==> src/rtl/serial_subtractor.sv <==
// Bit-serial unsigned subtractor: diff = a - b - bin (mod 2^WIDTH), LSB first,
// one bit per clock, with a borrow-out and a one-cycle done pulse.
//
// state | meaning
// IDLE  | waiting for start; operands captured on accepted start
// SUB   | processing one bit per edge, WIDTH edges total
// DONE  | done=1 for one cycle, result registers hold the new value
module serial_subtractor #(
   parameter int WIDTH = 4
) (
   input  logic             clk,
   input  logic             rst,
   input  logic             start,
   input  logic [WIDTH-1:0] a,
   input  logic [WIDTH-1:0] b,
   input  logic             bin,
   output logic             busy,
   output logic             done,
   output logic [WIDTH-1:0] diff,
   output logic             bout
);

   localparam int CW = (WIDTH > 2) ? $clog2(WIDTH) : 1;
   localparam logic [CW-1:0] LAST = CW'(WIDTH - 1);

   typedef enum logic [1:0] {
      IDLE = 2'd0,
      SUB  = 2'd1,
      DONE = 2'd2
   } state_t;

   state_t           state;
   logic [WIDTH-1:0] a_sh;
   logic [WIDTH-1:0] b_sh;
   logic [WIDTH-1:0] acc;
   logic             br;
   logic [CW-1:0]    cnt;

   logic a_i;
   logic b_i;
   logic d_i;
   logic br_next;

   always_comb begin
      a_i     = a_sh[0];
      b_i     = b_sh[0];
      d_i     = a_i ^ b_i ^ br;
      br_next = (~a_i & b_i) | (~a_i & br) | (b_i & br);
   end

   always_ff @(posedge clk) begin
      if (rst) begin
         state <= IDLE;
         a_sh  <= '0;
         b_sh  <= '0;
         acc   <= '0;
         br    <= 1'b0;
         cnt   <= '0;
         busy  <= 1'b0;
         done  <= 1'b0;
         diff  <= '0;
         bout  <= 1'b0;
      end else begin
         case (state)
            IDLE: begin
               if (start) begin
                  a_sh  <= a;
                  b_sh  <= b;
                  br    <= bin;
                  acc   <= '0;
                  cnt   <= '0;
                  busy  <= 1'b1;
                  state <= SUB;
               end
            end
            SUB: begin
               // difference bits enter at the MSB so the result lands aligned after WIDTH shifts
               a_sh <= a_sh >> 1;
               b_sh <= b_sh >> 1;
               acc  <= {d_i, acc[WIDTH-1:1]};
               br   <= br_next;
               cnt  <= cnt + 1'b1;
               if (cnt == LAST) begin
                  diff  <= {d_i, acc[WIDTH-1:1]};
                  bout  <= br_next;
                  busy  <= 1'b0;
                  done  <= 1'b1;
                  state <= DONE;
               end
            end
            DONE: begin
               done  <= 1'b0;
               state <= IDLE;
            end
            default: begin
               busy  <= 1'b0;
               done  <= 1'b0;
               state <= IDLE;
            end
         endcase
      end
   end

endmodule

==> config.mk <==
export PLATFORM = sky130hd
export DESIGN_NAME = serial_subtractor
export DESIGN_NICKNAME = d
export VERILOG_FILES = /design/src/rtl/serial_subtractor.sv
export SDC_FILE = /design/constraint.sdc
export NUM_CORES = 1
export LEC_CHECK = 0
export ABC_AREA = 1
export CAP_MARGIN = 20
export CORE_MARGIN = 4
export CORE_UTILIZATION = 40
export CTS_CLUSTER_DIAMETER = 120
export CTS_CLUSTER_SIZE = 10
export DETAILED_ROUTE_END_ITERATION = 6
export SYNTH_ARGS = -nofsm -noshare
export SYNTH_HDL_FRONTEND = slang
export SYNTH_SLANG_ARGS = --single-unit
==> constraint.sdc <==
create_clock -name clk -period 1.7 [get_ports clk]
set_input_delay 0.255 -clock clk [delete_from_list [all_inputs] [get_ports clk]]
set_output_delay 0.255 -clock clk [all_outputs]
set_load 0.01 [all_outputs]
## After elaboration in Yosys (flattened, before gate mapping)

Index checks and enable logic that the tools add are counted.

| word-level totals | value |
|---|---|
| bits in registers | 24 |
| output and inout bits | 7 |

| cells by class | value |
|---|---|
| add/subtract/negate cells | 1 |
| reduce and logical (&&, ||, !) cells | 7 |
| equality and inequality tests | 5 |
| bitwise operators | 10 |
| mux-type cells | 18 |

Operator list:

| operator | number |
|---|---|
| $pmux 4 s2 | 3 |
| $mux 4 | 3 |
| $pmux 2 s2 | 2 |
| $reduce_and 2->1 | 4 |
| $mux 2 | 3 |
| $eq 2x2->1 const B | 2 |
| $mux 1 | 4 |
| $ne 2x2->1 const B | 2 |
| $pmux 1 s2 | 2 |
| $and 1x1->1 | 3 |
| $not 1->1 | 3 |
| $pmux 1 s3 | 1 |
| $reduce_and 3->1 | 1 |
| $add 2x1->2 const B | 1 |
| $eq 2x1->1 const B | 1 |
| $logic_not 2->1 | 1 |
| $or 1x1->1 | 2 |
| $reduce_bool 2->1 | 1 |
| $xor 1x1->1 | 2 |

## Depth between registers and ports, before layout

| logic depth | value |
|---|---|
| depth after elaboration | 5 |
| gate-level depth with buffers | 8 |

## Worst setup path after synthesis

OpenSTA, ideal clock, no wires.

| timing | value |
|---|---|
| kind | register to register |
| start | register a_sh[0] |
| end | register acc[3] |
| slack | 0.455 ns |
| period minus slack after synthesis | 1.245 ns |
| arrival | 1.179 ns |
| buffers on the path | 0 |
| cell stages (with the launch flop) | 5 |
| cells stage by stage | dfxtp_1 inv_1 fa_1 or2_0 a21oi_2 |

| between the ends | value |
|---|---|
| cells in the longest elaborated chain, start to end | 3 |

Ends and longest elaborated chain:

| element | line | source |
|---|---|---|
| from (decl) | 33 | `logic [WIDTH-1:0] a_sh;` |
| from (signal assigned) | 78 | `a_sh <= a_sh >> 1;` |
| $xor 1x1->1 (2 in a row) | 47 | `d_i = a_i ^ b_i ^ br;` |
| $pmux 4 s2 | 64 | `case (state)` |
| to (signal assigned) | 80 | `acc <= {d_i, acc[WIDTH-1:1]};` |
| to (decl) | 35 | `logic [WIDTH-1:0] acc;` |

No other way between the ends.
A chain may end at the register's enable or synchronous reset.

## Final worst setup path

| timing | value |
|---|---|
| start | register busy |
| end | output busy |

RTL lines:

| element | line | source |
|---|---|---|
| from (decl) | 17 | `output logic busy,` |
| from (signal assigned) | 59 | `busy <= 1'b0;` |
| from (signal assigned) | 72 | `busy <= 1'b1;` |
| from (signal assigned) | 86 | `busy <= 1'b0;` |

No word-level cell between the ends.

==> results.sh <==
export IMPL_criticalPathCategory="register to primary output"
export IMPL_vias=889
export IMPL_postRouteWirelength_um=2083
export IMPL_fin_crit_sh=0.8571
export IMPL_timing_fmax_ghz=0.6863
export IMPL_cp_top_family="buffers and inverters"
export IMPL_clkTransAtPathRegs_ns=0.13
export IMPL_firstDrtPassIters=4
export IMPL_yosysSeqAreaShare=0.4215
export IMPL_synth_top_area_cell="dfxtp_1"
export IMPL_rows=18
export IMPL_syn_nets=146
export IMPL_arrival_ns=1.20
export IMPL_cts_root_buf="clkbuf_4"
export IMPL_cts_hold_buf=0
export IMPL_netlist_area_sq_mm=0.001092
export IMPL_die_y_um=60.26
export IMPL_cp_data_required_time_ns=1.44
export IMPL_yosys_warnings=0
export IMPL_grt_usage=0.1343
export IMPL_core_area_sq_mm=0.002545
export IMPL_dp_hpwl_um=1575
export IMPL_start_util=0.4292
export IMPL_antenna_found_initial=0
export IMPL_rsz0062_at_grt="false"
export IMPL_final_min_clock_period_ns=1.457
export IMPL_clock_sinks=23
export IMPL_finalPower_uw=1008
export IMPL_cp_start_kind="register"
export IMPL_drive_above_1_share=0.2092
export IMPL_hold_path_class="register to register"
export IMPL_insertion_delay_ns=0.31
export IMPL_dp_cells=179
export IMPL_maxCapViolCount=0
export IMPL_slew_viol_final=0
export IMPL_cts_tree="yes"
export IMPL_via_per_inst=4.858
export IMPL_setup_viol=0
export IMPL_slowest_delay_ns=0.54
export IMPL_final_nets=168
export IMPL_synthTopCellsByArea="dfxtp_1, nand3_2, nand3_1"
export IMPL_postRouteAntennaNets=0
export IMPL_ir_drop_mv=0.6755
export IMPL_io_buffers=18
export IMPL_cts_setup_buffers=0
export IMPL_slowest_stage="clkdlybuf4s50_1"
export IMPL_power_density_mw_per_mm2=770.7
export IMPL_die_area_sq_mm=0.003631
export IMPL_cts_resized=0
export IMPL_grt_max_degree=15
export IMPL_path_buf_inv=1
export IMPL_status="complete, no violations"
export IMPL_pin_count=19
export IMPL_layoutNonFillerInstCount=183
export IMPL_drt_iter0_drc=31
export IMPL_wl_per_cell_um=11.38
export IMPL_cts_max_path_buffers=2
export IMPL_slew_headroom=0.8266
export IMPL_syn_avg_cell_area_sq_um=8.275
export IMPL_gp_congestion=0.7627
export IMPL_cts_htree_levels=1
export IMPL_ys_ff_latch=23
export IMPL_post_route_drc_count=0
export IMPL_fin_skew_ns=0.002942
export IMPL_path_cells="clkdlybuf4s50_1"
export IMPL_finalSetupTns_ns=0
export IMPL_die_width_um=60.26
export IMPL_grt_overflow_total=0
export IMPL_synthCells=132
export IMPL_antenna_cells=0
export IMPL_cts_buffers_inserted=3
export IMPL_synth_cell_type_count=20
export IMPL_cp_end_kind="primary output"
export IMPL_grt_pass1_wl_um=3719
export IMPL_synth_top_area_share=0.4215
export IMPL_grt_pass1_vias=829
export IMPL_worstMarginPinSlew_ns=0.2595
export IMPL_hold_viol=0
export IMPL_cp_max_fo=2
export IMPL_leakage_uw=0.0005278
export IMPL_synthToLayoutAreaGrowth_pct=19.70
synthesized netlist by cell type, drive strengths merged:
library cell	number
ha	1
nand3	28
buf	5
o21ai	5
nor2	13
a21oi	13
fa	1
inv	18
or2	1
o21a	1
dfxtp	23
nand2	23
placed cells by master (no fill, tap or decap):
cell	instances
dfxtp_1	23
nand2_1	21
nand3_1	18
clkdlybuf4s50_1	18
inv_1	14
nor2_1	13
nand3_2	10
a21oi_2	8
o21ai_0	5
a21oi_1	5
buf_4	4
inv_2	3
clkbuf_4	3
inv_4	1
nand2_4	1
nand2_2	1
o21a_1	1
or2_0	1
fa_1	1
ha_1	1
clkinv_2	1
per-stage QoR:
stage	instance area, sq um	setup WS [ns]	utilization	hold slack [ns]
after floorplan	1092	0.4552	-	0.3174
after global placement	1280	0.3189	0.5030	0.4590
after detailed placement	1280	0.2923	0.5030	0.4540
after CTS	1308	0.2271	0.5138	0.4772
after global routing	1308	0.1816	0.5138	0.4916
final	1308	0.2429	0.5138	0.4785
path summary, 6_finish.rpt:
kind / from / end / slack (ns) / cells after the start
max: busy / busy / 0.24 / 1
min: done / done / 0.48 / 2
max reg2reg: a_sh[0] / acc[3] / 0.36 / 4
min reg2reg: done / done / 0.48 / 2
layer usage:
layer | track usage | wire, um | vias to the layer above | share of wire
met4 | 0.009494 | 0 | 0 | 0
met1 | 0.1749 | 975 | 401 | 0.47
met5 | 0 | 0 | - | 0
li1 | - | - | 468 | -
met2 | 0.2238 | 967 | 20 | 0.46
met3 | 0.04536 | 141 | 0 | 0.068
where the power goes:
| part | switching [uW] | total (uW) | internal, uW |
|---|---|---|---|
| Sequential | 17.8 | 583 | 565 |
| Combinational | 92.3 | 171 | 78.2 |
| Clock | 166 | 254 | 87.9 |
cell type report:
class | count | area [sq um]
Clock buffer | 3 | 22.52
Clock inverter | 1 | 5.005
Fill cell | 266 | 1237
Inverter | 18 | 70.07
Multi-Input combinational cell | 86 | 501.7
Sequential cell | 23 | 460.4
Tap cell | 30 | 37.54
Timing Repair Buffer | 22 | 210.2
sequential cells by signal (all words and copies together) (netlist names):
signal and flops:
a_sh 4, busy 1, b_sh 4, state 2, br 1, done 1
bout 1, cnt 2, diff 4, acc 3
cells by family after synthesis:
| logic type | Yosys count | synth area share |
|---|---|---|
| compound gates | 19 | 0.1168 |
| buf+inv | 23 | 0.1191 |
| simple gates | 65 | 0.3127 |
| fa+ha+maj | 2 | 0.02978 |
| flops | 23 | 0.4215 |
Power figures use the tool's default switching activity.
